**src/rtl/lsu_pkg.sv**
```systemverilog
// Shared types for the load/store execution unit: issue packet layout, CDB
// layout, funct3 codes, FSM states and the access-size decode.
package lsu_pkg;

  localparam int XLEN  = 32;
  localparam int TAG_W = 6;
  localparam int CDB_W = TAG_W + XLEN;
  localparam int RS_W  = 3 + TAG_W + 3 * XLEN;

  // Tag 0 on the CDB means "no broadcast"; it is never a real destination.
  localparam logic [TAG_W-1:0] TAG_IDLE = '0;

  typedef enum logic [2:0] {
    LB  = 3'b000,
    LH  = 3'b001,
    LW  = 3'b010,
    LBU = 3'b100,
    LHU = 3'b101
  } ld_funct3_e;

  typedef enum logic [2:0] {
    SB = 3'b000,
    SH = 3'b001,
    SW = 3'b010
  } st_funct3_e;

  typedef enum logic [1:0] {
    S_IDLE  = 2'd0,
    S_MEM   = 2'd1,
    S_WB    = 2'd2,
    S_DRAIN = 2'd3
  } state_e;

  typedef enum logic [1:0] {
    SZ_B = 2'd0,
    SZ_H = 2'd1,
    SZ_W = 2'd2
  } size_e;

  typedef struct packed {
    logic [2:0]       funct3;
    logic [TAG_W-1:0] dest;
    logic [XLEN-1:0]  opr1;
    logic [XLEN-1:0]  opr2;
    logic [XLEN-1:0]  offset;
  } rs2exe_t;

  typedef struct packed {
    logic [TAG_W-1:0] tag;
    logic [XLEN-1:0]  data;
  } cdb_t;

  // Unlisted funct3 codes fall back to a full-word access.
  function automatic size_e access_size(input logic [2:0] funct3, input logic store);
    size_e sz;
    sz = SZ_W;
    if (store) begin
      case (funct3)
        SB:      sz = SZ_B;
        SH:      sz = SZ_H;
        default: sz = SZ_W;
      endcase
    end else begin
      case (funct3)
        LB, LBU: sz = SZ_B;
        LH, LHU: sz = SZ_H;
        default: sz = SZ_W;
      endcase
    end
    return sz;
  endfunction

endpackage

```
**src/rtl/lsu_exec_lane_fmt.sv**
```systemverilog
// Byte-lane formatting: store byte enables / replicated write data, and
// load lane selection with sign or zero extension.
module lsu_lane_fmt
  import lsu_pkg::*;
(
  input  logic [2:0]      funct3,
  input  logic            store,
  input  logic [1:0]      off,
  input  logic [XLEN-1:0] opr2,
  input  logic [XLEN-1:0] rdata,
  output logic [3:0]      be,
  output logic [XLEN-1:0] wdata,
  output logic [XLEN-1:0] ldata
);

  size_e       size;
  logic [7:0]  byte_sel;
  logic [15:0] half_sel;
  logic        uns;

  always_comb begin
    size     = access_size(funct3, store);
    // LBU/LHU are the only sub-word codes with bit 2 set.
    uns      = funct3[2];
    byte_sel = rdata[7:0];
    case (off)
      2'd0:    byte_sel = rdata[7:0];
      2'd1:    byte_sel = rdata[15:8];
      2'd2:    byte_sel = rdata[23:16];
      default: byte_sel = rdata[31:24];
    endcase
    half_sel = off[1] ? rdata[31:16] : rdata[15:0];

    be    = 4'b1111;
    wdata = opr2;
    ldata = rdata;
    case (size)
      SZ_B: begin
        be    = 4'b0001 << off;
        wdata = {4{opr2[7:0]}};
        ldata = uns ? {24'b0, byte_sel} : {{24{byte_sel[7]}}, byte_sel};
      end
      SZ_H: begin
        be    = off[1] ? 4'b1100 : 4'b0011;
        wdata = {2{opr2[15:0]}};
        ldata = uns ? {16'b0, half_sel} : {{16{half_sel[15]}}, half_sel};
      end
      default: begin
        be    = 4'b1111;
        wdata = opr2;
        ldata = rdata;
      end
    endcase
  end

endmodule

```
**src/rtl/lsu_exec.sv**
```systemverilog
// Load/store execution unit: one memory access at a time via req/ack, result
// broadcast on the CDB. Optional LSU_MISALIGN_CHECK_EN bypasses misaligned ops.
//
// Handshake: mem_req rises in MEM and stays high, with addr/be/wdata stable,
// until the cycle mem_ack is seen high; a kill never drops a pending request.
module lsu_exec
  import lsu_pkg::*;
(
  input  logic             clk,
  input  logic             reset,
  input  logic             kill,
  input  logic [RS_W-1:0]  rs2exe,
  input  logic             load_en,
  input  logic             store_en,
  output logic             ready,
  output logic             mem_req,
  output logic             mem_we,
  output logic [XLEN-1:0]  mem_addr,
  output logic [3:0]       mem_be,
  output logic [XLEN-1:0]  mem_wdata,
  input  logic             mem_ack,
  input  logic [XLEN-1:0]  mem_rdata,
  output logic [CDB_W-1:0] cdb,
`ifdef LSU_MISALIGN_CHECK_EN
  output logic             misalign,
`endif
  output logic [1:0]       dbg_state
);

  rs2exe_t         pkt;
  state_e          state, state_nxt;
  logic            issue;
  logic            issue_mis;
  logic [XLEN-1:0] issue_addr;

  logic [2:0]       funct3_q;
  logic [TAG_W-1:0] dest_q;
  logic [XLEN-1:0]  opr2_q;
  logic [XLEN-1:0]  addr_q;
  logic [XLEN-1:0]  data_q;
  logic             store_q;

  logic [3:0]      fmt_be;
  logic [XLEN-1:0] fmt_wdata;
  logic [XLEN-1:0] fmt_ldata;
  cdb_t            cdb_w;

  assign pkt        = rs2exe;
  assign issue_addr = pkt.opr1 + pkt.offset;
  // A coincident kill wins over an issue.
  assign issue      = (state == S_IDLE) && (load_en || store_en) && !kill;

`ifdef LSU_MISALIGN_CHECK_EN
  size_e issue_size;
  logic  mis_q;

  assign issue_size = access_size(pkt.funct3, store_en);
  assign issue_mis  = ((issue_size == SZ_H) && issue_addr[0]) ||
                      ((issue_size == SZ_W) && (issue_addr[1:0] != 2'b00));

  always_ff @(posedge clk or posedge reset) begin
    if (reset) begin
      mis_q <= 1'b0;
    end else if (issue) begin
      mis_q <= issue_mis;
    end
  end

  assign misalign = (state == S_WB) && mis_q && !kill;
`else
  assign issue_mis = 1'b0;
`endif

  lsu_lane_fmt u_lane_fmt (
    .funct3 (funct3_q),
    .store  (store_q),
    .off    (addr_q[1:0]),
    .opr2   (opr2_q),
    .rdata  (mem_rdata),
    .be     (fmt_be),
    .wdata  (fmt_wdata),
    .ldata  (fmt_ldata)
  );

  always_ff @(posedge clk or posedge reset) begin
    if (reset) begin
      state <= S_IDLE;
    end else begin
      state <= state_nxt;
    end
  end

  always_comb begin
    state_nxt = state;
    case (state)
      S_IDLE: begin
        if (issue) state_nxt = issue_mis ? S_WB : S_MEM;
      end
      S_MEM: begin
        if (mem_ack)   state_nxt = kill ? S_IDLE : S_WB;
        else if (kill) state_nxt = S_DRAIN;
      end
      S_WB:    state_nxt = S_IDLE;
      S_DRAIN: begin
        if (mem_ack) state_nxt = S_IDLE;
      end
      default: state_nxt = S_IDLE;
    endcase
  end

  always_ff @(posedge clk or posedge reset) begin
    if (reset) begin
      funct3_q <= '0;
      dest_q   <= TAG_IDLE;
      opr2_q   <= '0;
      addr_q   <= '0;
      data_q   <= '0;
      store_q  <= 1'b0;
    end else begin
      if (issue) begin
        funct3_q <= pkt.funct3;
        dest_q   <= pkt.dest;
        opr2_q   <= pkt.opr2;
        addr_q   <= issue_addr;
        store_q  <= store_en;
        // A bypassed misaligned op reports its address as the result.
        data_q   <= issue_mis ? issue_addr : '0;
      end
      if ((state == S_MEM) && mem_ack) begin
        data_q <= store_q ? '0 : fmt_ldata;
      end
    end
  end

  always_comb begin
    ready     = (state == S_IDLE);
    mem_req   = (state == S_MEM) || (state == S_DRAIN);
    mem_we    = mem_req && store_q;
    mem_addr  = mem_req ? {addr_q[XLEN-1:2], 2'b00} : '0;
    mem_be    = mem_req ? fmt_be : 4'b0000;
    mem_wdata = (mem_req && store_q) ? fmt_wdata : '0;
    cdb_w.tag  = TAG_IDLE;
    cdb_w.data = '0;
    if ((state == S_WB) && !kill) begin
      cdb_w.tag  = dest_q;
      cdb_w.data = data_q;
    end
  end

  assign cdb       = cdb_w;
  assign dbg_state = state;

endmodule

```
**config.mk**
```make
export PLATFORM = sky130hd
export DESIGN_NAME = lsu_exec
export DESIGN_NICKNAME = d
export VERILOG_FILES = /design/src/rtl/lsu_pkg.sv /design/src/rtl/lsu_exec_lane_fmt.sv /design/src/rtl/lsu_exec.sv
export SDC_FILE = /design/constraint.sdc
export NUM_CORES = 1
export LEC_CHECK = 0
export ABC_AREA = 1
export CAP_MARGIN = 20
export CORE_MARGIN = 2
export CORE_UTILIZATION = 45
export CTS_BUF_LIST = sky130_fd_sc_hd__clkbuf_16
export CTS_CLUSTER_DIAMETER = 30
export DETAILED_ROUTE_END_ITERATION = 12
export PLACE_DENSITY = 0.81
export SYNTH_ARGS = -nofsm -noshare
export SYNTH_HDL_FRONTEND = slang
export SYNTH_SLANG_ARGS = --single-unit
```
**constraint.sdc**
```tcl
create_clock -name clk -period 3.6 [get_ports clk]
set_input_delay 0.36 -clock clk [delete_from_list [all_inputs] [get_ports clk]]
set_output_delay 0.36 -clock clk [all_outputs]
set_load 0.005 [all_outputs]
```
Yosys cells after proc, flatten, opt, wreduce, memory -nomap -nowiden

Cells that the tools add are included.
Widths: inputs -> output; s select.

Logic and storage cells: 61
Output and inout bits: 111
Input bits: 143
Bits in registers: 108

Muxes and demuxes: 24
Reduce and logical (&&, ||, !) cells: 16
Equality and inequality tests: 12
Shifts and indexed selects: 1
Add/sub/neg operators: 1

Operators by type and width:

| cell                | count |
|---|---|
| $mux 32             | 7 |
| $pmux 32 s2         | 2 |
| $mux 38             | 1 |
| $add 32x32->32      | 1 |
| $pmux 8 s3          | 1 |
| $mux 16             | 1 |
| $mux 2              | 6 |
| $mux 4              | 2 |
| $pmux 2 s2          | 2 |
| $pmux 2 s4          | 1 |
| $pmux 4 s2          | 1 |
| $eq 2x1->1 const B  | 3 |
| $eq 2x2->1 const B  | 3 |
| $eq 3x3->1 const B  | 2 |
| $logic_not 2->1     | 3 |
| $logic_and 1x1->1   | 5 |
| $reduce_or 2->1     | 2 |
| $shl 1x2->4 const A | 1 |
| $eq 3x1->1 const B  | 1 |
| $logic_not 3->1     | 1 |
| $ne 3x3->1 const B  | 1 |
| $reduce_and 3->1    | 1 |
| $logic_or 1x1->1    | 2 |
| $ne 2x1->1 const B  | 1 |
| 3 further kinds     | 3 |

Depth between registers and ports, before layout

Gate-level depths: netlist of run 1.

Depth in word-level cells: 8
Depth in mapped cells: 12
Mapped depth without buffers: 12

Modules after synthesis

A second synthesis of run 1 with hierarchy kept.

Cells, all modules: 1383
Area total of the unflattened synthesis: 8436.8 sq um

By module, submodules not included:

| module       | cells each | instances | area an instance (sq um) | sequential area each (sq um) |
|---|---|---|---|---|
| lsu_exec     | 1124       | 1         | 7269.5                   | 2702.6 |
| lsu_lane_fmt | 259        | 1         | 1167.4                   | 0.0 |

Least setup slack after synthesis of run 1

Ideal clock, no wire load.

Path type: input port to flip-flop
Start point: in rs2exe[0]
End point: reg addr_q[24]
Arrival: 1691 ps
Stages: 10
Library setup time: 117 ps
Data required time: 3483 ps
Path buffers: 0
Slack: 1792 ps
Cell sequence: ha_1 -> fa_1 -> nand3_1 -> nand3_1 -> nand2_1 -> nand3_1 -> nand2_1 -> nand4_1 -> nand3_1 -> nand2_1

Longest elaborated chain between the ends: 1

RTL lines:

| item                   | RTL line        | text |
|---|---|---|
| start: declaration     | lsu_exec.sv:12  | `input logic [RS_W-1:0] rs2exe,` |
| $add 32x32->32         | lsu_exec.sv:49  | `assign issue_addr = pkt.opr1 + pkt.offset;` |
| end signal: assignment | lsu_exec.sv:124 | `addr_q <= issue_addr;` |
| end: declaration       | lsu_exec.sv:39  | `logic [XLEN-1:0] addr_q;` |

Every way passes these cells.
A chain may end at the register's enable or synchronous reset.

Worst setup path after layout of run 1

Start point: reg funct3_q[2]
End point: out mem_be[0]

Longest elaborated chain between the ends: 7
Elaborated cells on any way between the ends: 13
Those cells by class: 4 x eq/ne; 5 x mux; 4 x reduce/logical

RTL lines:

| item                                                 | RTL line                     | text |
|---|---|---|
| start: declaration                                   | lsu_exec.sv:36               | `logic [2:0] funct3_q;` |
| start signal: assignment                             | lsu_exec.sv:121              | `funct3_q <= pkt.funct3;` |
| $eq 3x1->1, or another cell as far along             | lsu_pkg.sv:58, lsu_pkg.sv:64 |  |
| $reduce_or 2->1                                      | lsu_pkg.sv:64                | `case (funct3)` |
| $pmux 2 s2                                           | lsu_pkg.sv:64                |  |
| $mux 2 *                                             | lsu_pkg.sv:57                | `if (store) begin` |
| $eq 2x1->1 / $logic_not 2->1 (equally long branches) | lsu_exec_lane_fmt.sv:37      | `case (size)` |
| $pmux 4 s2 *                                         | lsu_exec_lane_fmt.sv:37      |  |
| $mux 4 *                                             | lsu_exec.sv:140              | `mem_be = mem_req ? fmt_be : 4'b0000;` |
| end: declaration                                     | lsu_exec.sv:19               | `output logic [3:0] mem_be,` |

Every way passes the cells marked *; elsewhere a longest branch is shown, timed or not.

==> results of run 1 <==
registers in the layout, indices dropped and copies added, names as in the netlist:
| name | flops |
|---|---|
| opr2_q | 32 |
| data_q | 32 |
| dbg_state | 2 |
| dest_q | 6 |
| addr_q | 32 |
| store_q | 1 |
| funct3_q | 3 |
layer usage:
| layer | share of wire [%] | track usage (%) |
|---|---|---|
| met2 | 48 | 47.0 |
| met5 | 0 | 0 |
| met1 | 43 | 37.0 |
| met3 | 7.7 | 4.52 |
| met4 | 1.8 | 7.16 |
final cells by class:
cell class | count | area share [%]
multi-input cells | 877 | 38.3
flip-flops and latches | 108 | 24.7
repair buffers | 257 | 23.6
inverters | 223 | 7.68
well taps | 225 | 2.57
clock buffers | 9 | 2.06
clock inverters | 7 | 1.12
diodes | 1 | 0.0228
cell usage after synthesis, drive strengths merged, types with 4 or more instances:
library cell    n  area (sq um)
xnor2          14           123
o211ai          6          45.0
nand3b          4          30.0
a21oi          55           275
o21ai         111           559
clkbuf         20          76.3
buf            24           159
a31oi           4          25.0
inv           223           840
o22ai           4          25.0
nand2         436          1660
nand3          60           310
nor2          127           541
ha             31           388
dfrtp         108          2700
path summary, 6_finish.rpt:
path	startpoint	slack, ns	depth (start not counted)	end
worst min register to register	addr_q[29]	0.48	2	addr_q[29]
worst min-delay path	addr_q[29]	0.48	2	addr_q[29]
max in group asynchronous	reset	2.31	3	addr_q[31]
min in group asynchronous	reset	0.54	2	addr_q[3]
worst max register to register	addr_q[1]	1.32	6	data_q[27]
worst max-delay path	funct3_q[2]	0.51	7	mem_be[0]
kinds of logic after synthesis:
| kind of cell | Yosys count | share of synthesized area [%] |
|---|---|---|
| adder cells (fa/ha/maj) | 32 | 5.12 |
| AND/OR/NAND/NOR | 634 | 32.5 |
| flip-flops | 108 | 33.9 |
| AO/OA/AOI/OAI | 195 | 13.4 |
| other | 1 | 0.0470 |
| buffers and inverters | 267 | 13.5 |
| XOR/XNOR | 14 | 1.54 |
power by group:
part           leakage, nW  switching [mW]  total (mW)  internal [mW]
combinational         4.04            1.88        3.12           1.25
sequential            1.37           0.377        2.16           1.78
clock                0.168           0.484        1.17          0.686
total                 5.58            2.74        6.45           3.71
through the flow:
step | utilization (%) | hold WS [ns] | area, sq um
floorplan | - | 0.444 | 7980
global placement | 61.3 | 0.460 | 10600
detailed placement | 61.3 | 0.461 | 10600
CTS | 63.3 | 0.481 | 11000
global route | 63.3 | 0.519 | 11000
finish | 63.4 | 0.485 | 11000
critical path, delay by kind of cell, from the launching register on:
| kind | cells | cell delay, ns |
|---|---|---|
| buf+inv | 2 | 1.01 |
| flops | 1 | 0.43 |
| simple gates | 5 | 0.93 |
==> reports/qor.txt, run 1 <==
Post-route DRC violation count -> 0
Die width -> 137 um
Final net count -> 1651
Vert. Die Dim -> 137 um
H-tree Lvls -> 3
Flip-flop and latch area -> 2700 sq um
# fillers -> 1590
Crit path largest cell delay -> 0.57 ns
Kind of critical path -> reg2out
Initial drt markers -> 739
Top_reg_cell synth -> dfrtp_1
Worst-margin pin slew -> 0.852 ns
PD cells -> 589 nW/um^2
Element type at the critical path end -> output port
Tmin final -> 3.09 ns
Hold Path Class -> reg2reg
Maximum fanout along the worst path -> 38
Synthesized instance count -> 1251
Worst-path cell chain -> nand2_2 > nand2_4 > inv_2 > nand2_2 > nor2_1 > nor2_1 > clkdlybuf4s50_1
Max Cap Violations -> 0
Final period util -> 85.8%
Final setup fails -> 0
Worst ir drop on vdd -> 0.324 mV
Synth Register Bits -> 108
Yosys warnings -> 0
Clock latency on the worst-skew pair -> 0.35 ns
Post-synthesis cell type count -> 43
Post-Place Cells -> 1690
Largest net degree at the start of global routing -> 64
Sequential area share after synthesis -> 33.9%
Total Wirelength -> 26200 um
Area of the multi-input gates -> 4200 sq um
Worst EP required -> 3.24 ns
CTS tree -> done
I/O Pins -> 254
DR vias -> 8679
Syn_area_per_cell -> 6.37 sq um
Initial core utilization -> 46.1%
Die area -> 18800 sq um
Post-cts resize count -> 0
RePlAce Congestion -> 0.890
IO Port Bufs -> 251
Max-slew headroom -> 43.1%
GRT overflow -> 0
CTS clock-pin slew for the worst setup and hold paths -> 0.07 ns
First-pass GRT wire length -> 40700 um
Hold-fix buffers, CTS -> 0
CTS Sinks -> 108
Crit path DAT -> 2.73 ns
Pleak -> 5.58 nW
Synth Cell Area -> 7970 sq um
Post-DRT Antenna Nets -> 0
Unrepaired setup endpoints after global routing -> no
Status -> completed
Cts bufs inserted -> 9
Vias per inst -> 5.08
Commonest cells after routing, fill and taps aside -> nand2_1, clkdlybuf4s50_1, inv_1
Fin cells -> 1707
Final setup skew -> 0.0100 ns
Fraction of layout cells with a size suffix above 1 -> 3.58%
Clock root buffer -> clkbuf_16
Avg WL per Cell -> 15.4 um
Synth-to-Final Area Change -> 37.4%
Post-CTS Setup Bufs -> 0
Final Power -> 6.45 mW
Most common cell after layout, fill and taps aside -> nand2_1
FP Rows -> 48
DP Worst Slack -> 0.906 ns
Drt first pass iters -> 5
CP Launch Type -> register
Peak Freq -> 0.324 GHz
Hpwl dp -> 20200 um
Core area -> 17300 sq um
Slowest cell on crit path -> inv_2
Setup WS post-layout -> 0.510 ns
Ys async rst share -> 100%
Vias in the first global route -> 8092
Global Route Usage Sum -> 27.8%
Fin. Hold Viols -> 0
Max-slew violations -> 0
Setup TNS -> 0 ns
Post-synth EDFFs -> 0
Initial antenna violation count -> 0
CTS max path bufs -> 2
Power figures use the tool's default switching activity.
==> inputs of run 2 (changes only) <==
Settings changed: CORE_ASPECT_RATIO from default to 2.
==> run 2 against run 1 <==
  * Non-clock buffer count rose by 1
  * Sequential cell count stayed put
  * Clock power shrank 20%
  * Fmax grew 4.4%
  * Final cell count is 0.70% lower
  * Register-to-register slack barely moved
  * Count of clock-buffer cells in the layout unchanged
  * Largest cell class unchanged
==> reports/qor.txt, run 2 (same netlist as run 1, synthesis figures left out) <==
Status -> completed
Cell Area, Placed -> 10600 sq um (-0.11%)
Clock root buffer -> clkbuf_16
Largest net degree at the start of global routing -> 73 (+14%)
CTS tree -> done
Pleak -> 5.54 nW (-0.59%)
CTS max path bufs -> 2 (unchanged)
GRT overflow -> 0 (unchanged)
Commonest cells after routing, fill and taps aside -> nand2_1, clkdlybuf4s50_1, inv_1
Global Route Usage Sum -> 29.0% (+1.2 points)
DR vias -> 8715 (+0.41%)
Setup TNS -> 0 ns (unchanged)
R2r startpoint -> addr_q[1]
Maximum fanout along the worst path -> 17 (-55%)
IO Port Bufs -> 251 (unchanged)
I/O Pins -> 254 (unchanged)
FP Rows -> 68 (+42%)
Tmin final -> 2.96 ns (-0.131 ns)
Post-CTS Setup Bufs -> 0 (unchanged)
Kind of critical path -> reg2out
Worst ir drop on vdd -> 0.305 mV (-5.9%)
Peak Freq -> 0.338 GHz (+4.4%)
CTS Sinks -> 108 (unchanged)
CP Launch Type -> register
Final net count -> 1652 (+0.061%)
Initial antenna violation count -> 3 (+3)
Vert. Die Dim -> 192 um (+40%)
Worst EP required -> 3.24 ns (about the same)
RR Endpoint -> data_q[28]
Area of the multi-input gates -> 4200 sq um (unchanged)
Total Wirelength -> 27600 um (+5.3%)
# fillers -> 1603 (+0.82%)
Fraction of layout cells with a size suffix above 1 -> 3.51% (-0.068 points)
Final period util -> 82.2% (-3.6 points)
Element type at the critical path end -> output port
CTS clock-pin slew for the worst setup and hold paths -> 0.07 ns (about the same)
Hpwl dp -> 22100 um (+9.2%)
Metal-1 WL -> 9280 um (-18%)
Post-cts resize count -> 0 (unchanged)
H-tree Lvls -> 3 (unchanged)
Die width -> 98.1 um (-28%)
Post-route cell area -> 10900 sq um (-0.80%)
Clock latency on the worst-skew pair -> 0.36 ns (about the same)
Hold-fix buffers, CTS -> 0 (unchanged)
Cts bufs inserted -> 9 (unchanged)
FF-to-FF setup slack -> 1.33 ns (about the same)
Top routing layer in use -> met4
Core area -> 17300 sq um (-0.14%)
R2R depth -> 6 (unchanged)
RePlAce Congestion -> 1.04 (+17%)
Worst-margin pin slew -> 0.806 ns (-0.0462 ns)
Final setup fails -> 0 (unchanged)
Initial drt markers -> 391 (-47%)
Max-slew violations -> 0 (unchanged)
Setup WS post-layout -> 0.641 ns (+0.131 ns)
Hold Path Class -> in2async
Critical Path Source -> dbg_state[0]
Largest registers -> addr_q: 32 flops, data_q: 32 flops, opr2_q: 32 flops
DP Worst Slack -> 1.07 ns (+0.164 ns)
PD cells -> 573 nW/um^2 (-2.7%)
Avg WL per Cell -> 16.3 um (+6.0%)
Synth-to-Final Area Change -> 36.3%
Most common cell after layout, fill and taps aside -> nand2_1
Max Cap Violations -> 0 (unchanged)
Max-slew headroom -> 46.2% (+3.1 points)
Met3 WL post-DR -> 1260 um (-38%)
Unrepaired setup endpoints after global routing -> no
Post-route DRC violation count -> 0 (unchanged)
Fin util -> 62.9% (-0.42 points)
Vias per inst -> 5.14 (+1.1%)
Metal2 WL -> 14900 um (+20%)
First-pass GRT wire length -> 42700 um (+4.8%)
Die area -> 18900 sq um (+0.34%)
Post-DRT Antenna Nets -> 0 (unchanged)
Final setup skew -> 0.00512 ns (-0.00488 ns)
Initial core utilization -> 46.2% (+0.067 points)
Flip-flop and latch area -> 2700 sq um (unchanged)
Drt first pass iters -> 8 (+3)
Crit path DAT -> 2.60 ns (-0.13 ns)
Fin. Hold Viols -> 0 (unchanged)
Vias in the first global route -> 8587 (+6.1%)
run 2: cell types whose count changed in the layout (fill, tap and decap cells not counted), sizes merged:
cell    delta
buf        +1
bufinv     -3
clkinv     +1
diode      +3
inv        +1
run 2: worst max-delay path, stage by stage, from the launching register on:
cell and delay, ns:
dfrtp_1 0.46, nand2_1 0.27, inv_1 0.43, o21ai_0 0.20, a221oi_1 0.30, clkdlybuf4s50_1 0.58
run 2: routing by layer:
metal	up-vias	track usage [%]
met2	342	55.1
met3	111	3.30
met4	0	21.4
li1	4317	-
met1	3945	28.2
met5	-	0
run 2: final cells by class:
class	count	area share [%]
multi-input cells	877	38.6
clock inverters	6	0.357
diodes	4	0.0921
repair buffers	258	23.8
well taps	210	2.42
flip-flops and latches	108	24.9
clock buffers	9	2.07
inverters	223	7.75
run 2: worst max-delay path by stage:
stage,end,cells after the start
after floorplan,addr_q[0],1
after detailed placement,mem_wdata[30],7
after global routing,mem_wdata[30],7
after CTS,mem_wdata[30],7
final,mem_wdata[30],5
after global placement,mem_wdata[29],7
run 2: through the flow:
step           hold slack (ns)  std cells  total power [mW]
2_1_floorplan            0.444       1252              4.05
3_3_place_gp             0.458       1676              5.22
3_5_place_dp             0.460       1676              5.28
4_1_cts                  0.391       1691              6.24
5_1_grt                  0.421       1693              6.72
6_report                 0.376       1695              6.22
run 2: power breakdown:
part | internal (mW) | leakage, nW | total [mW] | switching [mW]
logic | 1.25 | 4.04 | 3.14 | 1.88
registers | 1.78 | 1.37 | 2.15 | 0.370
clock network | 0.466 | 0.130 | 0.936 | 0.469
total | 3.50 | 5.54 | 6.22 | 2.72
